<file path="src/rtl/snn_spi_host.sv">
// snn_spi_host: SPI mode-0 initiator that shifts one fixed-length frame per command, MSB first.
// Optional feature macro SNN_SPI_HOST_BURST_EN chains back-to-back frames under one cs_n assertion.
module snn_spi_host #(
  parameter int unsigned FRAME_BITS = 16,
  parameter int unsigned CLK_DIV    = 4
) (
  input  logic                  i_clk,
  input  logic                  i_rst_n,
  input  logic                  i_cmd_valid,
  output logic                  o_cmd_ready,
  input  logic [FRAME_BITS-1:0] i_cmd_data,
  output logic                  o_rsp_valid,
  output logic [FRAME_BITS-1:0] o_rsp_data,
  output logic                  o_busy,
  output logic                  o_sclk,
  output logic                  o_cs_n,
  output logic                  o_copi,
  input  logic                  i_cipo
);

  localparam int unsigned BIT_W = (FRAME_BITS > 1) ? $clog2(FRAME_BITS) : 1;

  localparam logic [2:0] ST_IDLE  = 3'd0;
  localparam logic [2:0] ST_LEAD  = 3'd1;
  localparam logic [2:0] ST_LOW   = 3'd2;
  localparam logic [2:0] ST_HIGH  = 3'd3;
  localparam logic [2:0] ST_TRAIL = 3'd4;
  localparam logic [2:0] ST_GAP   = 3'd5;

  logic [2:0]            r_state;
  logic [2:0]            w_state_nxt;
  logic [7:0]            r_div;
  logic [BIT_W-1:0]      r_bit;
  logic [FRAME_BITS-1:0] r_tx;
  logic [FRAME_BITS-1:0] r_rx;
  logic [FRAME_BITS-1:0] r_rsp_data;
  logic                  r_rsp_valid;
  logic                  w_div_last;
  logic                  w_bit_last;
  logic                  w_burst_ok;
  logic                  w_hs;

  assign w_div_last = (r_div == 8'(CLK_DIV - 1));
  assign w_bit_last = (r_bit == BIT_W'(FRAME_BITS - 1));

`ifdef SNN_SPI_HOST_BURST_EN
  assign w_burst_ok = (r_state == ST_TRAIL) && w_div_last;
`else
  assign w_burst_ok = 1'b0;
`endif

  assign o_cmd_ready = (r_state == ST_IDLE) || w_burst_ok;
  assign w_hs        = i_cmd_valid && o_cmd_ready;

  assign o_cs_n      = (r_state == ST_IDLE) || (r_state == ST_GAP);
  assign o_sclk      = (r_state == ST_HIGH);
  assign o_copi      = !o_cs_n && r_tx[FRAME_BITS-1];
  assign o_busy      = (r_state != ST_IDLE);
  assign o_rsp_valid = r_rsp_valid;
  assign o_rsp_data  = r_rsp_data;

  always_comb begin
    w_state_nxt = r_state;
    case (r_state)
      ST_IDLE:  if (w_hs) w_state_nxt = ST_LEAD;
      ST_LEAD:  if (w_div_last) w_state_nxt = ST_HIGH;
      ST_HIGH:  if (w_div_last) w_state_nxt = w_bit_last ? ST_TRAIL : ST_LOW;
      ST_LOW:   if (w_div_last) w_state_nxt = ST_HIGH;
      ST_TRAIL: if (w_div_last) w_state_nxt = w_hs ? ST_LEAD : ST_GAP;
      ST_GAP:   if (w_div_last) w_state_nxt = ST_IDLE;
      default:  w_state_nxt = ST_IDLE;
    endcase
  end

  always_ff @(posedge i_clk or negedge i_rst_n) begin
    if (!i_rst_n) begin
      r_state     <= ST_IDLE;
      r_div       <= 8'd0;
      r_bit       <= '0;
      r_tx        <= '0;
      r_rx        <= '0;
      r_rsp_data  <= '0;
      r_rsp_valid <= 1'b0;
    end else begin
      r_state     <= w_state_nxt;
      r_div       <= (w_state_nxt != r_state) ? 8'd0 : r_div + 8'd1;
      r_rsp_valid <= 1'b0;

      if (w_hs) begin
        r_tx  <= i_cmd_data;
        r_bit <= '0;
      end

      // cipo is sampled at the end of the high phase, tolerating a late target.
      if ((r_state == ST_HIGH) && w_div_last) begin
        r_rx <= {r_rx[FRAME_BITS-2:0], i_cipo};
        if (!w_bit_last) r_tx <= {r_tx[FRAME_BITS-2:0], 1'b0};
      end

      if ((r_state == ST_LOW) && w_div_last) r_bit <= r_bit + 1'b1;

      if ((r_state == ST_TRAIL) && w_div_last) begin
        r_rsp_valid <= 1'b1;
        r_rsp_data  <= r_rx;
      end
    end
  end

endmodule

</file>
<file path="config.mk">
export PLATFORM = sky130hd
export DESIGN_NAME = snn_spi_host
export DESIGN_NICKNAME = d
export VERILOG_FILES = /design/src/rtl/snn_spi_host.sv
export SDC_FILE = /design/constraint.sdc
export NUM_CORES = 1
export LEC_CHECK = 0
export BUFFER_PORTS_ARGS = -buffer_cell sky130_fd_sc_hd__buf_2
export CAP_MARGIN = 25
export CELL_PAD_IN_SITES_DETAIL_PLACEMENT = 1
export CELL_PAD_IN_SITES_GLOBAL_PLACEMENT = 1
export CORE_UTILIZATION = 44
export CTS_BUF_LIST = sky130_fd_sc_hd__clkbuf_4 sky130_fd_sc_hd__clkbuf_8
export DETAILED_ROUTE_END_ITERATION = 10
export HOLD_SLACK_MARGIN = 0.1
export PLACE_DENSITY_LB_ADDON = 0.1
export SYNTH_ARGS = -nofsm -noshare
export SYNTH_HDL_FRONTEND = slang
export SYNTH_SLANG_ARGS = --single-unit
export TNS_END_PERCENT = 20
</file>
<file path="constraint.sdc">
create_clock -name i_clk -period 2 [get_ports i_clk]
set_input_delay 0.5 -clock i_clk [delete_from_list [all_inputs] [get_ports i_clk]]
set_output_delay 0.5 -clock i_clk [all_outputs]
set_load 0.03 [all_outputs]
</file>
# Word-level counts from Yosys, hierarchy flattened
# Index checks and enable logic that the tools add are counted.
dict set report word_totals {
  reg_bits 64
  latchBits 0
  ramBits 0
  rom_bits 0
  elab_cells 43
  n_memories 0
}
dict set report op_classes {
  addsub 2
  n_mul 0
  div_mod_pow 0
  magnitude_cmp 0
  eq_ne 8
  shift 0
  n_mux 15
  bitwise_logic 0
  reduce_logical 11
}
# cell n
set ops {}
lappend ops {{two-way mux 16 bit} 3}
lappend ops {{two-way mux 3 bit} 7}
lappend ops {{one-hot mux 3 bit (5 select lines)} 1}
lappend ops {{adder 8 x 1 -> 8 bit, second input constant} 1}
lappend ops {{equality test 8 x 2 -> 1 bit, second input constant} 1}
lappend ops {{two-way mux 4 bit} 2}
lappend ops {{two-way mux 8 bit} 1}
lappend ops {{equality test 3 x 2 -> 1 bit, second input constant} 2}
lappend ops {{equality test 3 bit, second input constant} 2}
lappend ops {{logical AND 1 bit} 5}
lappend ops {{adder 4 x 1 -> 4 bit, second input constant} 1}
lappend ops {{equality test 4 bit, second input constant} 1}
lappend ops {{equality test 3 x 1 -> 1 bit, second input constant} 1}
lappend ops {{logical NOT 3 bit} 1}
lappend ops {{inequality test 3 bit} 1}
lappend ops {{nonzero test 3 bit} 1}
lappend ops {{nonzero test 2 bit} 1}
lappend ops {{OR reduction 2 bit} 1}
lappend ops {{logical NOT 1 bit} 1}
lappend ops {{logical OR 1 bit} 1}
lappend ops {{two-way mux 1 bit} 1}

# Longest topological paths before layout
dict set report depth {
  depth_word 7
  depth_mapped 6
  ltp_nobuf 4
}

# Least setup slack after synthesis
# Ideal clock, no wire load.
dict set report synth_path {
  path_type {reg2reg}
  from {reg r_state[1]}
  to {reg r_tx[6]}
  t_arrival_ps 1927
  slack_ps -52
  path_stages_with_launch 6
  cell_sequence {dfrtp_1 clkbuf_1 nor4b_2 buf_4 mux2_2 mux2_2}
}
dict set report synth_between {
  elab_chain_len 5
}
# element line
set synth_rtl {}
lappend synth_rtl {{start: declaration} 30} ;# logic [2:0] r_state;
lappend synth_rtl {{start signal: assignment} 85} ;# r_state <= w_state_nxt;
lappend synth_rtl {{logical NOT 3 bit} 52} ;# assign o_cmd_ready = (r_state == ST_IDLE) || w_burst_ok;
lappend synth_rtl {{logical AND 1 bit} 53} ;# assign w_hs = i_cmd_valid && o_cmd_ready;
lappend synth_rtl {{two-way mux 16 bit} 89} ;# if (w_hs) begin
lappend synth_rtl {{two-way mux 16 bit} 97} ;# if (!w_bit_last) r_tx <= {r_tx[FRAME_BITS-2:0], 1'b0};
lappend synth_rtl {{two-way mux 16 bit (*)} 95} ;# if ((r_state == ST_HIGH) && w_div_last) begin
lappend synth_rtl {{end signal: assignment} 90} ;# r_tx <= i_cmd_data;
lappend synth_rtl {{end signal: assignment} 97}
lappend synth_rtl {{end: declaration} 34} ;# logic [FRAME_BITS-1:0] r_tx;
# Every way passes the cells marked *; elsewhere a longest branch is shown, timed or not.
# A chain may end at the register's enable or synchronous reset.

# Final worst setup path
dict set report layout_path {
  from {reg r_state[2]}
  to {out o_sclk}
}
dict set report layout_between {
  elab_chain_len 1
}
# element line
set layout_rtl {}
lappend layout_rtl {{equality test 3 x 2 -> 1 bit} 56} ;# assign o_sclk = (r_state == ST_HIGH);
lappend layout_rtl {{end: declaration} 15} ;# output logic o_sclk,
# No other way between the ends.

==> flow_summary.yaml <==
outcome:
  outcome: "finished with violations"
  violations: "design-rule violations"
synthesis:
  synth_area_leader_cell: "dfrtp_1"
  synth_cell_types: 41
  synth_seq_area_share: 0.531
  synthTopCellsByArea: "dfrtp_1 (53%), mux2_2 (17%), mux2_4 (8.5%)"
  netlist.area_leader.share: 0.531
  synthesis.nets: 239
  yosysWarnings: 0
  synthCells: 217
  ys_seq_elements: 64
  synth_area_um2: 3010
  syn_area_per_cell_um2: 13.9
route:
  wl_per_cell_um: 16.1
  viasPerCell: 5.33
  dr_wl_met3_um: 203
  remaining_drc_errors: 3
  vias: 1892
  met2_wirelength_um: 2710
  wl_met1_um: 2700
  drtIter0Drc: 55
  drtPass1Iterations: 9
  wirelength_um: 5710
  ant_nets: 0
  highest_layer: "met4"
clocking:
  cts_sinks: 64
  cts.path.max_buffers: 2
  cts_buffers: 9
  clockRootBuffer: "clkbuf_8"
  clkLatencyLatePin_ns: 0.34
  hold_buffers: 0
  cts_tree: "built"
  htree_levels: 3
  clk_pin_slew_ns: 0.07
sta:
  slew_violations: 0
  setup_tns_ns: 0
  fin_crit_ns: 1.97
  fmax_ghz: 0.508
  slew_headroom: 0.659
  hold_viol: 0
  fin_hold_ws_ns: 0.103
  rsz0062_at_grt: "true"
  setup_viol: 0
  timing.final.crit_share: 0.985
  timing_worst_slew_pin_value_ns: 0.510
  fin_worst_skew_ns: 0.00990
die:
  core_area_um2: 6490
  die_h_um: 84.8
  die_w_um: 84.8
  die_area_um2: 7190
  initial_core_util: 0.464
  placement_rows: 29
  io_pins: 42
final_layout:
  drive_gt1_frac: 0.536
  layoutNonFillerInstCount: 355
  fillers: 649
  area_growth_pct: 20.0
  nNetsFinal: 296
  n_antenna_cell: 0
run:
  cap_viol_max_count: 0
grt:
  antenna_found_initial: 0
  grt_max_degree: 49
  track_usage: 0.181
  grt_remaining_overflow: 0
  grt_pass1_wl_um: 9970
  grt_pass1_vias: 2017
setup_path:
  path_max_fanout: 5
  crit_type: "reg -> out"
  end_kind: "output pin"
  reg2reg_from: "r_state[0]$_DFF_PN0_"
  reg2reg_slack_ns: 0.08
  start_kind: "register"
  worstPathRequired_ns: 1.50
  critical_path.startpoint: "r_state[2]$_DFF_PN0_"
  crit_arrival_ns: 1.47
power_and_ir_drop:
  power_density_nw_per_um2: 1210
  peakVddDrop_v: 0.000660
  p_leak_uw: 0.00183
place:
  dp_cells: 337
  gp_congestion: 0.730
  place_hpwl_um: 3940
  portBuffers: 41
min_path:
  worstHoldPathType: "in -> async"
-- per-layer routing --
metal	up-vias	global-route usage
li1	901	-
met2	44	0.279
met3	8	0.0393
met4	0	0.0924
met1	939	0.240
met5	-	0
-- metrics by stage --
stage	worst slack (ns)	util	cell area, µm²	power (µW)
CTS	0.00936	0.553	3590	4430
global route	-0.0141	0.557	3620	4650
floorplan	0.0549	-	3020	2900
detailed placement	0.113	0.520	3380	3310
global placement	0.149	0.520	3380	3250
finish	0.0298	0.557	3620	4370
-- sequential cells by signal, indices dropped and copies added (netlist names) --
signal	cells
r_bit	4
o_rsp_data	16
r_div	8
r_tx	16
o_rsp_valid	1
r_rx	16
r_state	3
-- logic make-up (layout without fill, tap and decap cells) --
kind of cell / Yosys count / count (layout) / share of synthesized area
AO/OA/AOI/OAI: 20 / 20 / 0.0444
flip-flops: 64 / 64 / 0.531
adder cells (fa/ha/maj): 2 / 2 / 0.00830
XOR/XNOR: 4 / 4 / 0.0116
AND/OR/NAND/NOR: 45 / 45 / 0.113
buffers and inverters: 17 / 78 / 0.0286
multiplexers: 65 / 65 / 0.263
-- placed cells by master (no fill, tap or decap), types with 2 or more instances in the layout --
master and n:
a21boi_0 2, nor2_1 3, buf_4 12, a21oi_1 5
buf_12 2, nand2_1 6, clkinv_2 3, or3_1 3
dfrtp_1 61, nor2b_1 4, dfrtp_2 3, nor3_1 2
nand2b_1 2, xor2_1 3, mux2i_1 3, buf_6 3
nand4_4 2, mux2_4 17, a22oi_1 3, o21ai_0 4
nand4_1 4, inv_1 6, mux2_2 45, ha_1 2
clkbuf_8 9, buf_2 38, nand3_1 8
-- where the power goes --
part           total, µW  internal, µW  switching, µW
sequential          1920          1600            313
clock               1060           563            493
combinational       1400           762            635
-- area by class of cell --
type,count,area (µm²),share of cell area
sequential,64,1610,0.444
multi-input combinational,136,1340,0.371
timing repair buffer,56,362,0.100
clock buffer,9,124,0.0343
tap,77,96.3,0.0266
clock inverter,6,61.3,0.0170
inverter,7,26.3,0.00727
-- worst max-delay path, stage by stage, from the launching register on --
cell and delay [ns]:
dfrtp_2 0.44, buf_4 0.17, and3b_2 0.31, buf_2 0.22
-- worst paths after layout --
kind	cells past startpoint	end
max	3	o_sclk
max reg2reg	4	r_tx[14]$_DFF_PN0_
min in group i_clk	2	r_rx[0]$_DFFE_PN0P_
min reg2reg	1	o_rsp_data[0]$_DFFE_PN0P_
min	1	r_div[7]$_DFF_PN0_
max in group asynchronous	2	r_bit[0]$_DFFE_PN0P_
-- synth_stat cells (all sizes together) --
| library cell | number |
|---|---|
| dfrtp | 64 |
| mux2 | 62 |
| nand3 | 9 |
| inv | 7 |
| buf | 6 |
| nand2 | 6 |
| nand4 | 6 |
| a21oi | 5 |
| clkbuf | 4 |
| nor2b | 4 |
| o21ai | 4 |
| or3 | 4 |
| a22oi | 3 |
| mux2i | 3 |
| nor2 | 3 |
| xor2 | 3 |
| a21boi | 2 |
| ha | 2 |
| nand2b | 2 |
| nor3 | 2 |
| nor3b | 2 |
| a31o | 1 |
| and3b | 1 |
| and4b | 1 |
| nor4 | 1 |
| nor4b | 1 |
| o2111ai | 1 |
| o211ai | 1 |
| o221ai | 1 |
| o311a | 1 |
| o31ai | 1 |
| or3b | 1 |
| or4 | 1 |
| or4b | 1 |
| xnor2 | 1 |
-- what timing repair did --
item                                    in CTS  in global routing
setup buffers                                0                  3
resized for setup                           11                  1
endpoints found under the setup margin       4                  2
Note: power is estimated with default switching activity, not from simulation.
